## config.mk

```make
export PLATFORM = sky130hd
export DESIGN_NAME = dll_loop_filter_flat
export DESIGN_NICKNAME = d
export VERILOG_FILES = /design/src/rtl/dll_loop_filter_if.sv /design/src/rtl/dll_loop_filter.sv /design/src/flat_wrapper.sv
export SDC_FILE = /design/constraint.sdc
export NUM_CORES = 1
export LEC_CHECK = 0
export ABC_AREA = 1
export BUFFER_PORTS_ARGS = -buffer_cell sky130_fd_sc_hd__buf_2
export CAP_MARGIN = 20
export CORE_AREA = 2 2 69 71
export CTS_CLUSTER_DIAMETER = 200
export DETAILED_ROUTE_END_ITERATION = 12
export DIE_AREA = 0 0 71 73
export GPL_TIMING_DRIVEN = 0
export PLACE_DENSITY = 0.78
export SLEW_MARGIN = 30
export SYNTH_ARGS = -nofsm -noshare
export SYNTH_HDL_FRONTEND = slang
export SYNTH_SLANG_ARGS = --single-unit
```

## constraint.sdc

```tcl
create_clock -name clk_i -period 3.02 [get_ports clk_i]
set_input_delay 0.604 -clock clk_i [delete_from_list [all_inputs] [get_ports clk_i]]
set_output_delay 0.604 -clock clk_i [all_outputs]
set_load 0.02 [all_outputs]
```

## src/rtl/dll_loop_filter_if.sv

```systemverilog
// Vote inputs and code/lock/saturation outputs of the DLL loop filter.
// The master side drives votes; the slave side is the filter.
interface dll_loop_filter_if #(
    parameter int CODE_W = 6
);
    logic              en_i;
    logic              up_i;
    logic              down_i;
    logic [CODE_W-1:0] code_o;
    logic              lock_o;
    logic              sat_hi_o;
    logic              sat_lo_o;

    modport master (
        output en_i, up_i, down_i,
        input  code_o, lock_o, sat_hi_o, sat_lo_o
    );

    modport slave (
        input  en_i, up_i, down_i,
        output code_o, lock_o, sat_hi_o, sat_lo_o
    );
endinterface

```

## src/rtl/dll_loop_filter.sv

```systemverilog
// DLL loop filter: integrates UP/DOWN votes into a saturating delay code and flags lock.
// The code steps on the same edge that samples the FILT_TH-th net vote; en_i=0 freezes all state.
module dll_loop_filter #(
    parameter int CODE_W    = 6,
    parameter int CODE_INIT = 32,
    parameter int FILT_TH   = 4,
    parameter int LOCK_REV  = 8
) (
    input  logic            clk_i,
    input  logic            rst_i,
    dll_loop_filter_if.slave bus
);
    typedef enum logic [1:0] {DIR_NONE, DIR_UP, DIR_DN} dir_t;

    localparam logic [CODE_W-1:0] CODE_MAX  = '1;
    localparam logic [CODE_W-1:0] CODE_RST  = CODE_W'(CODE_INIT);
    localparam logic [CODE_W-1:0] CODE_ONE  = CODE_W'(1);
    localparam logic signed [7:0] TH_P      = 8'(FILT_TH);
    localparam logic signed [7:0] TH_N      = -TH_P;
    localparam logic [7:0]        REV_MAX   = 8'(LOCK_REV);

    logic signed [7:0] acc;
    logic signed [7:0] vote;
    logic signed [7:0] acc_sum;
    logic [CODE_W-1:0] code_q;
    logic [CODE_W-1:0] code_nxt;
    logic [7:0]        rev_cnt;
    logic [7:0]        rev_inc;
    dir_t              last_dir;
    dir_t              step_dir;
    logic              step_up;
    logic              step_dn;
    logic              blocked;
    logic              lock_q;
    logic              sat_hi_q;
    logic              sat_lo_q;

    always_comb begin
        vote = 8'sd0;
        if (bus.up_i && !bus.down_i)
            vote = 8'sd1;
        else if (!bus.up_i && bus.down_i)
            vote = -8'sd1;
        acc_sum  = acc + vote;
        step_up  = (acc_sum == TH_P);
        step_dn  = (acc_sum == TH_N);
        step_dir = step_up ? DIR_UP : DIR_DN;
        blocked  = (step_up && code_q == CODE_MAX) || (step_dn && code_q == '0);
        code_nxt = code_q;
        if (step_up && !blocked)
            code_nxt = code_q + CODE_ONE;
        else if (step_dn && !blocked)
            code_nxt = code_q - CODE_ONE;
        rev_inc = (rev_cnt >= REV_MAX) ? REV_MAX : rev_cnt + 8'd1;
    end

    always_ff @(posedge clk_i or posedge rst_i) begin
        if (rst_i) begin
            acc      <= 8'sd0;
            code_q   <= CODE_RST;
            rev_cnt  <= 8'd0;
            last_dir <= DIR_NONE;
            lock_q   <= 1'b0;
            sat_hi_q <= (CODE_RST == CODE_MAX);
            sat_lo_q <= (CODE_RST == '0);
        end else if (bus.en_i) begin
            acc      <= (step_up || step_dn) ? 8'sd0 : acc_sum;
            code_q   <= code_nxt;
            sat_hi_q <= (code_nxt == CODE_MAX);
            sat_lo_q <= (code_nxt == '0);
            if (step_up || step_dn) begin
                // A blocked step means the loop is pinned at a rail, never locked.
                if (blocked) begin
                    rev_cnt  <= 8'd0;
                    lock_q   <= 1'b0;
                    last_dir <= step_dir;
                end else if (last_dir == DIR_NONE) begin
                    last_dir <= step_dir;
                end else if (last_dir != step_dir) begin
                    rev_cnt  <= rev_inc;
                    last_dir <= step_dir;
                    if (rev_inc == REV_MAX)
                        lock_q <= 1'b1;
                end else begin
                    rev_cnt <= 8'd0;
                    lock_q  <= 1'b0;
                end
            end
        end
    end

    assign bus.code_o   = code_q;
    assign bus.lock_o   = lock_q;
    assign bus.sat_hi_o = sat_hi_q;
    assign bus.sat_lo_o = sat_lo_q;
endmodule

```

## src/flat_wrapper.sv

```systemverilog
// flat-port wrapper written by rule: the top's interface ports become plain ports
module dll_loop_filter_flat 
#(
    parameter int CODE_W    = 6,
    parameter int CODE_INIT = 32,
    parameter int FILT_TH   = 4,
    parameter int LOCK_REV  = 8
)
  (clk_i, rst_i, bus_en_i, bus_up_i, bus_down_i, bus_code_o, bus_lock_o, bus_sat_hi_o, bus_sat_lo_o);
  dll_loop_filter_if #(.CODE_W(CODE_W)) bus_i ();
  input  logic clk_i;
  input  logic rst_i;
  input wire logic [$bits(bus_i.en_i)-1:0] bus_en_i;
  input wire logic [$bits(bus_i.up_i)-1:0] bus_up_i;
  input wire logic [$bits(bus_i.down_i)-1:0] bus_down_i;
  output wire logic [$bits(bus_i.code_o)-1:0] bus_code_o;
  output wire logic [$bits(bus_i.lock_o)-1:0] bus_lock_o;
  output wire logic [$bits(bus_i.sat_hi_o)-1:0] bus_sat_hi_o;
  output wire logic [$bits(bus_i.sat_lo_o)-1:0] bus_sat_lo_o;
  assign bus_i.en_i = bus_en_i;
  assign bus_i.up_i = bus_up_i;
  assign bus_i.down_i = bus_down_i;
  assign bus_code_o = bus_i.code_o;
  assign bus_lock_o = bus_i.lock_o;
  assign bus_sat_hi_o = bus_i.sat_hi_o;
  assign bus_sat_lo_o = bus_i.sat_lo_o;
  dll_loop_filter #(.CODE_W(CODE_W), .CODE_INIT(CODE_INIT), .FILT_TH(FILT_TH), .LOCK_REV(LOCK_REV)) u_core (.clk_i(clk_i), .rst_i(rst_i), .bus(bus_i));
endmodule
```

==> results by group, run 1 <==
Run status
  – Status: complete, no violations

Routing
  – First drt pass iteration count: 4
  – WL per Instance: 12.2 µm
  – Detailed-route DRC error count: 0
  – Iter 0 DRT Violations: 99
  – Total vias in the final route: 2223
  – Antenna Nets Post-Route: 0
  – Vias/cell: about 5.2
  – DRT Wirelength: 5170 µm

Clock network
  – Clock transition at path regs: 100 ps
  – Clock buffer count from CTS: 3
  – CTS tree: yes
  – Clock latency on the worst-skew pair: 280 ps
  – CTS max path bufs: 2
  – Sink Count: 27
  – Clock root cell: clkbuf_8
  – # H-tree levels: 1

Floorplanning
  – Num rows: 25
  – Core Box Area: 4540 µm²
  – Starting Density: 0.513
  – Die area: just over 5000 µm²
  – Chip width: 71 µm
  – I/O Pins: 14
  – Die Span Y: 73 µm

Pwr
  – IR Drop Worst-Case VDD: between 500 and 600 µV
  – Power Density: 711 nW/µm²
  – Leak pwr: roughly 1.3 nW
  – Final Power: approximately 1.8 mW

GRT
  – Global-route wire length before repair: 8970 µm
  – Largest net degree at the start of global routing: 28
  – Total gr overflow: 0
  – GRT Util Overall: 0.212
  – Vias in the first global route: 2087
  – Initial antenna violation count: 0

Synth
  – Flops & latches, synth: 27
  – Mapped Area: 2330 µm²
  – Post-synthesis average cell area: 6.60 µm²
  – Cells after Synth: 353
  – Sequential area share after synthesis: 0.291
  – Syn_nets: 366
  – YS warnings: 0
  – Synth cell types: 38

Setup path
  – Worst setup EP type: register
  – WP data arrival: 3060 ps
  – Crit path kind: input pin to register
  – Reg2Reg Setup Slack: about 420 ps
  – CP max FO: 5
  – Worst Setup Start Kind: input pin
  – CP required: 3240 ps

Layout
  – Layout area overhead: 9.78%
  – Area of the multi-input gates: 1460 µm²
  – Storage cell area: 677 µm²
  – Post-Route Utilization: 0.564
  – Antenna cells: 0
  – Fraction of layout cells with a size suffix above 1: 0.189
  – Design area: ~2600 µm²
  – # fillers: 407
  – Fin nets: 384
  – Fin cells: around 420

Place
  – IO buf count: 12
  – Dpl cell area: 2460 µm²
  – Place WS: -314 ps
  – GPL Wtd Cong: 0.883
  – Detailed Place HPWL: 4070 µm
  – Post-Place Cells: 419

STA
  – Max Slew Vio Count: 0
  – Worst relative slew slack: 0.609
  – Layout Skew: 5.97 ps
  – Worst Slack Setup Final: 181 ps
  – Final cycle utilization of the critical path: 0.940
  – Hold_ws: around 380 ps
  – Final count of negative-setup-slack endpoints: 0
  – Final Critical Period: around 2800 ps
  – RSZ-0062 raised after global routing: no
  – Final setup TNS: 0 ps
  – Slew @ Worst Pin: 586 ps
  – Final Hold Viols: 0
  – FMAX: 352 MHz

Job
  – Max-cap viol count: 0

Hold path
  – Hold Crit Class: input pin to asynchronous set/reset pin
## Yosys cell counts, drive strengths merged
cell type  number  area share
o22ai           3      0.0081
clkbuf          3      0.0054
or2             1      0.0027
nand2         122        0.22
nor4            1      0.0027
xor2            5       0.019
nand4           8       0.021
o31ai           3      0.0097
a21oi           7       0.018
o21bai          1      0.0032
nor3            4       0.011
inv            54       0.088
xnor2           1      0.0038
nand3          42        0.11
nor2           41       0.097
a21boi          1      0.0032
dfstp           1       0.011
ha              8       0.043
buf             2      0.0070
o21ai          17       0.038
dfrtp          26        0.28
clkinv          2      0.0038
## critical path, stage by stage
cell     delay (ps)
buf_2           120
ha_1            270
inv_1            50
ha_4            160
ha_1            170
inv_1            80
nand2_2          80
nand2_1          90
nand2_2          80
nor2_4          170
nand3_4         110
nor2_4          170
nand2_4          90
nand2_4         110
nand3_2          80
nand2_1          60
nand2_1         100
nor2_2          110
nand2_1          80
nor2_1          120
nand3_1          80
nand2_1          60
## timing repair
action                                  CTS  global route
gates resized for setup                   1            10
endpoints found under the hold margin     0             0
hold buffers                              0             0
endpoints found under the setup margin    1            19
setup buffers                             0             2
pin swaps                                 0             4
## layout by cell type, fill, tap and decap left out, drive strengths merged
cell and n:
nand3 42, dfrtp 26, dfstp 1, nor2 41
nand4 8, xor2 5, or2 1, clkbuf 6
o22ai 3, nand2 122, o21bai 1, a21oi 7
o21ai 17, clkinvlp 1, nor4 1, ha 8
xnor2 1, buf 15, nor3 4, inv 54
a21boi 1, o31ai 3, clkinv 2
## final timing paths
path / start / endpoint / cells past startpoint
worst max-delay path: bus_down_i / u_core.bus.sat_lo_o / 22
worst min-delay path: rst_i / u_core.acc[4] / 2
worst max register to register: u_core.acc[1] / u_core.bus.sat_lo_o / 22
worst min register to register: u_core.bus.sat_hi_o / u_core.bus.sat_hi_o / 2
max in group asynchronous: rst_i / u_core.bus.code_o[2] / 2
min in group clk_i: u_core.bus.sat_hi_o / u_core.bus.sat_hi_o / 2
## sequential cells by signal (all words and copies together), names as in the netlist
| name | cells |
|---|---|
| u_core.bus.sat_lo_o | 1 |
| u_core.acc | 8 |
| u_core.bus.code_o | 6 |
| u_core.last_dir | 2 |
| u_core.bus.sat_hi_o | 1 |
| u_core.rev_cnt | 8 |
| u_core.bus.lock_o | 1 |
## area by class of cell
cell class / instances / area share
multi-input cells: 265 / 0.570
flip-flops and latches: 27 / 0.265
inverters: 56 / 0.0837
repair buffers: 14 / 0.0294
well taps: 54 / 0.0264
clock buffers: 3 / 0.0162
plain buffers: 4 / 0.00685
clock inverters: 1 / 0.00294
## cells by family (layout without fill, tap and decap cells)
logic type | after synthesis | in the layout | synth area share
compound gates | 32 | 32 | 0.0806
flops | 27 | 27 | 0.291
xor+xnor | 6 | 6 | 0.0226
fa+ha+maj | 8 | 8 | 0.0430
buf+inv | 61 | 78 | 0.104
simple gates | 219 | 219 | 0.459
## power breakdown
| part | switching (mW) | internal [mW] |
|---|---|---|
| Combinational | 0.683 | 0.337 |
| Clock | 0.119 | 0.0937 |
| Sequential | 0.101 | 0.484 |
## routing by layer
| layer | track usage | vias up | wire length, µm |
|---|---|---|---|
| li1 | - | 1152 | - |
| met1 | 0.257 | 1025 | 2310 |
| met2 | 0.401 | 35 | 2620 |
| met3 | 0.0207 | 11 | 136 |
| met4 | 0.0587 | 0 | 92 |
| met5 | 0 | - | 0 |
(Power assumes the default switching activity.)
==> run 2, diff against run 1 <==
Settings changed: CELL_PAD_IN_SITES_DETAIL_PLACEMENT set to 1, CELL_PAD_IN_SITES_GLOBAL_PLACEMENT set to 2, CORE_AREA 2 2 69 71 to 2 2 86 88, DIE_AREA 0 0 71 73 to 0 0 88 90, HOLD_SLACK_MARGIN set to 0.05, PLACE_DENSITY 0.78 to 0.85.
==> results by group, run 2 (synthesized netlist as in run 1, its figures left out) <==
Layout
  – Layout area overhead: 16.3% (was 9.78%)
  – Most frequent cells in the layout: nand2_1 (99), inv_1 (44), nand3_1 (33), nor2_1 (26), dfrtp_1 (26) (was nand2_1 (109), inv_1 (46), nand3_1 (35), nor2_1 (27), dfrtp_1 (26))
  – Design area: 2710 µm² (was 2560 µm²)
  – Antenna cells: 0 (unchanged)
  – Commonest non-fill, non-tap cell in the layout: nand2_1 (unchanged)
  – # fillers: 927 (was 407)
  – Fin nets: 389 (was 384)
  – Fraction of layout cells with a size suffix above 1: 0.240 (was 0.189)

Clock network
  – Sink Count: 27 (unchanged)
  – Clock buffer count from CTS: 3 (unchanged)
  – CTS max path bufs: 2 (unchanged)
  – # H-tree levels: 1 (unchanged)
  – Clock latency on the worst-skew pair: 280 ps (about the same)
  – Clock transition at path regs: 110 ps (was 100 ps)
  – Clock root cell: clkbuf_8 (unchanged)
  – CTS tree: yes (unchanged)

Routing
  – WL per Instance: 13.4 µm (was 12.2 µm)
  – Detailed-route DRC error count: 0 (unchanged)
  – Iter 0 DRT Violations: 57 (was 99)
  – Total vias in the final route: 2234 (was 2223)
  – Antenna Nets Post-Route: 0 (unchanged)
  – First drt pass iteration count: 4 (unchanged)
  – DRT Wirelength: 6330 µm (was 5170 µm)
  – Vias/cell: 4.71 (was 5.24)

Setup path
  – WP data arrival: 3050 ps (was 3060 ps)
  – CP max FO: 6 (was 5)
  – Cell family with most CP delay: simple AND/OR/NAND/NOR gates (unchanged)
  – Slowest stage delay, CP: 280 ps (was 270 ps)
  – Crit path kind: input pin to register (unchanged)
  – CP required: 3250 ps (was 3240 ps)
  – Reg2Reg Launch Point: u_core.acc[1] (unchanged)
  – Worst R2R End: u_core.bus.sat_hi_o (was u_core.bus.sat_lo_o)
  – Worst-path cell chain: buf_2, inv_2, ha_1, inv_2, ha_4, ha_1, inv_1, nand2_1, nor2_4, inv_1, nor2_1, nand3_1, nor2_4, nand3_2, nand2_1, nand3_1, nand2_2, nand2_2, nor2_2, nand3_1, nand2_1 (was buf_2, ha_1, inv_1, ha_4, ha_1, inv_1, nand2_2, nand2_1, nand2_2, nor2_4, nand3_4, nor2_4, nand2_4, nand2_4, nand3_2, nand2_1, nand2_1, nor2_2, nand2_1, nor2_1, nand3_1, nand2_1)
  – Reg2Reg Setup Slack: 430 ps (was 420 ps)
  – Worst setup EP type: register (unchanged)
  – Worst Setup Start Kind: input pin (unchanged)
  – Worst Path Buf+Inv: 5 (was 3)
  – Reg2reg path depth: 19 (was 22)
  – CP max stage cell: ha_1 (unchanged)

Job
  – Max-cap viol count: 0 (unchanged)

GRT
  – Total gr overflow: 0 (unchanged)
  – GRT Util Overall: 0.169 (was 0.212)
  – Initial antenna violation count: 0 (unchanged)
  – Largest net degree at the start of global routing: 28 (unchanged)
  – Vias in the first global route: 2291 (was 2087)
  – Global-route wire length before repair: 10700 µm (was 8970 µm)

STA
  – FMAX: 355 MHz (was 352 MHz)
  – Worst relative slew slack: 0.585 (was 0.609)
  – Layout Skew: 2.17 ps (was 5.97 ps)
  – Final setup TNS: 0 ps (unchanged)
  – Final Hold Viols: 0 (unchanged)
  – Final count of negative-setup-slack endpoints: 0 (unchanged)
  – Final Critical Period: 2820 ps (was 2840 ps)
  – Slew @ Worst Pin: 621 ps (was 586 ps)
  – Max Slew Vio Count: 0 (unchanged)
  – Final cycle utilization of the critical path: 0.933 (was 0.940)

Pwr
  – Power Density: 707 nW/µm² (was 711 nW/µm²)
  – Seq pwr share: 0.306 (was 0.322)
  – P_int: 0.937 mW (was 0.915 mW)
  – Clock power frac: 0.118 (was 0.117)
  – IR Drop Worst-Case VDD: 304 µV (was 544 µV)
  – Logic pwr share: 0.576 (was 0.561)
  – Switch Pwr: 0.978 mW (was 0.903 mW)
  – Leak pwr: 1.37 nW (was 1.33 nW)
  – Net Sw Frac: 0.511 (was 0.497)

Hold path
  – Hold Crit Class: input pin to asynchronous set/reset pin (unchanged)

Floorplanning
  – Chip width: 88 µm (was 71 µm)
  – Starting Density: 0.332 (was 0.513)
  – Num rows: 31 (was 25)
  – Die area: 7920 µm² (was 5180 µm²)
  – Core Box Area: 7020 µm² (was 4540 µm²)
  – I/O Pins: 14 (unchanged)
  – Die Span Y: 90 µm (was 73 µm)

Place
  – IO buf count: 12 (unchanged)
  – Dpl cell area: 2510 µm² (was 2460 µm²)
  – Detailed Place HPWL: 5060 µm (was 4070 µm)
  – GPL Wtd Cong: 0.806 (was 0.883)

Run status
  – Status: complete, no violations (unchanged)
-- run 2: cell types whose count changed in the layout (fill, tap and decap cells not counted), moves of 2 or more --
cell	before	now
nand2_2	9	18
inv_2	7	9
buf_4	2	7
nand2_1	109	99
nand3_1	35	33
nor2_4	6	8
inv_1	46	44
-- run 2: layout make-up --
type                    instances  area [µm²]  share of cell area
clock inverters                 1        5.00             0.00185
inverters                      56         214              0.0790
plain buffers                   4        17.5             0.00647
clock buffers                   3        41.3              0.0152
well taps                      99         124              0.0457
flip-flops and latches         27         677               0.250
repair buffers                 19         113              0.0416
multi-input cells             265        1520               0.560
-- run 2: worst max-delay path by stage --
stage,from,end,slack [ps],depth (start not counted)
4_1_cts,bus_up_i,u_core.bus.sat_hi_o,10,23
3_3_place_gp,bus_up_i,u_core.bus.sat_hi_o,-310,25
3_5_place_dp,bus_up_i,u_core.bus.sat_hi_o,-420,25
2_1_floorplan,bus_up_i,u_core.last_dir[1],130,23
6_report,bus_up_i,u_core.bus.sat_hi_o,200,21
5_1_grt,bus_down_i,u_core.bus.sat_lo_o,-5,23
-- run 2: timing repair --
item	CTS	global route
hold buffers	0	0
setup buffers	3	4
setup endpoints to repair	8	16
pin swaps	4	17
gates resized for setup	4	26
-- run 2: per-layer routing --
layer | wire length (µm) | global-route usage
met1 | 3070 | 0.231
met2 | 3070 | 0.278
met3 | 111 | 0.0211
met4 | 78 | 0.0462
met5 | 0 | 0
-- run 2: metrics by stage --
stage	total power, mW	utilization	setup slack, ps	std cells	hold slack [ps]
floorplan	1.36	-	133	353	454
detailed placement	1.61	0.358	-423	464	474
CTS	1.86	0.369	11.7	470	403
global route	2.11	0.386	-5.24	474	421
global placement	1.58	0.358	-308	464	463
finish	1.91	0.386	204	474	383
-- run 2: power by group through the flow --
stage,sequential [mW],clock [mW],combinational [mW]
after detailed placement,0.594,0,1.02
after global routing,0.605,0.249,1.25
after CTS,0.587,0.237,1.03
after floorplan,0.611,0,0.749
after global placement,0.589,0,0.992
final,0.586,0.226,1.10
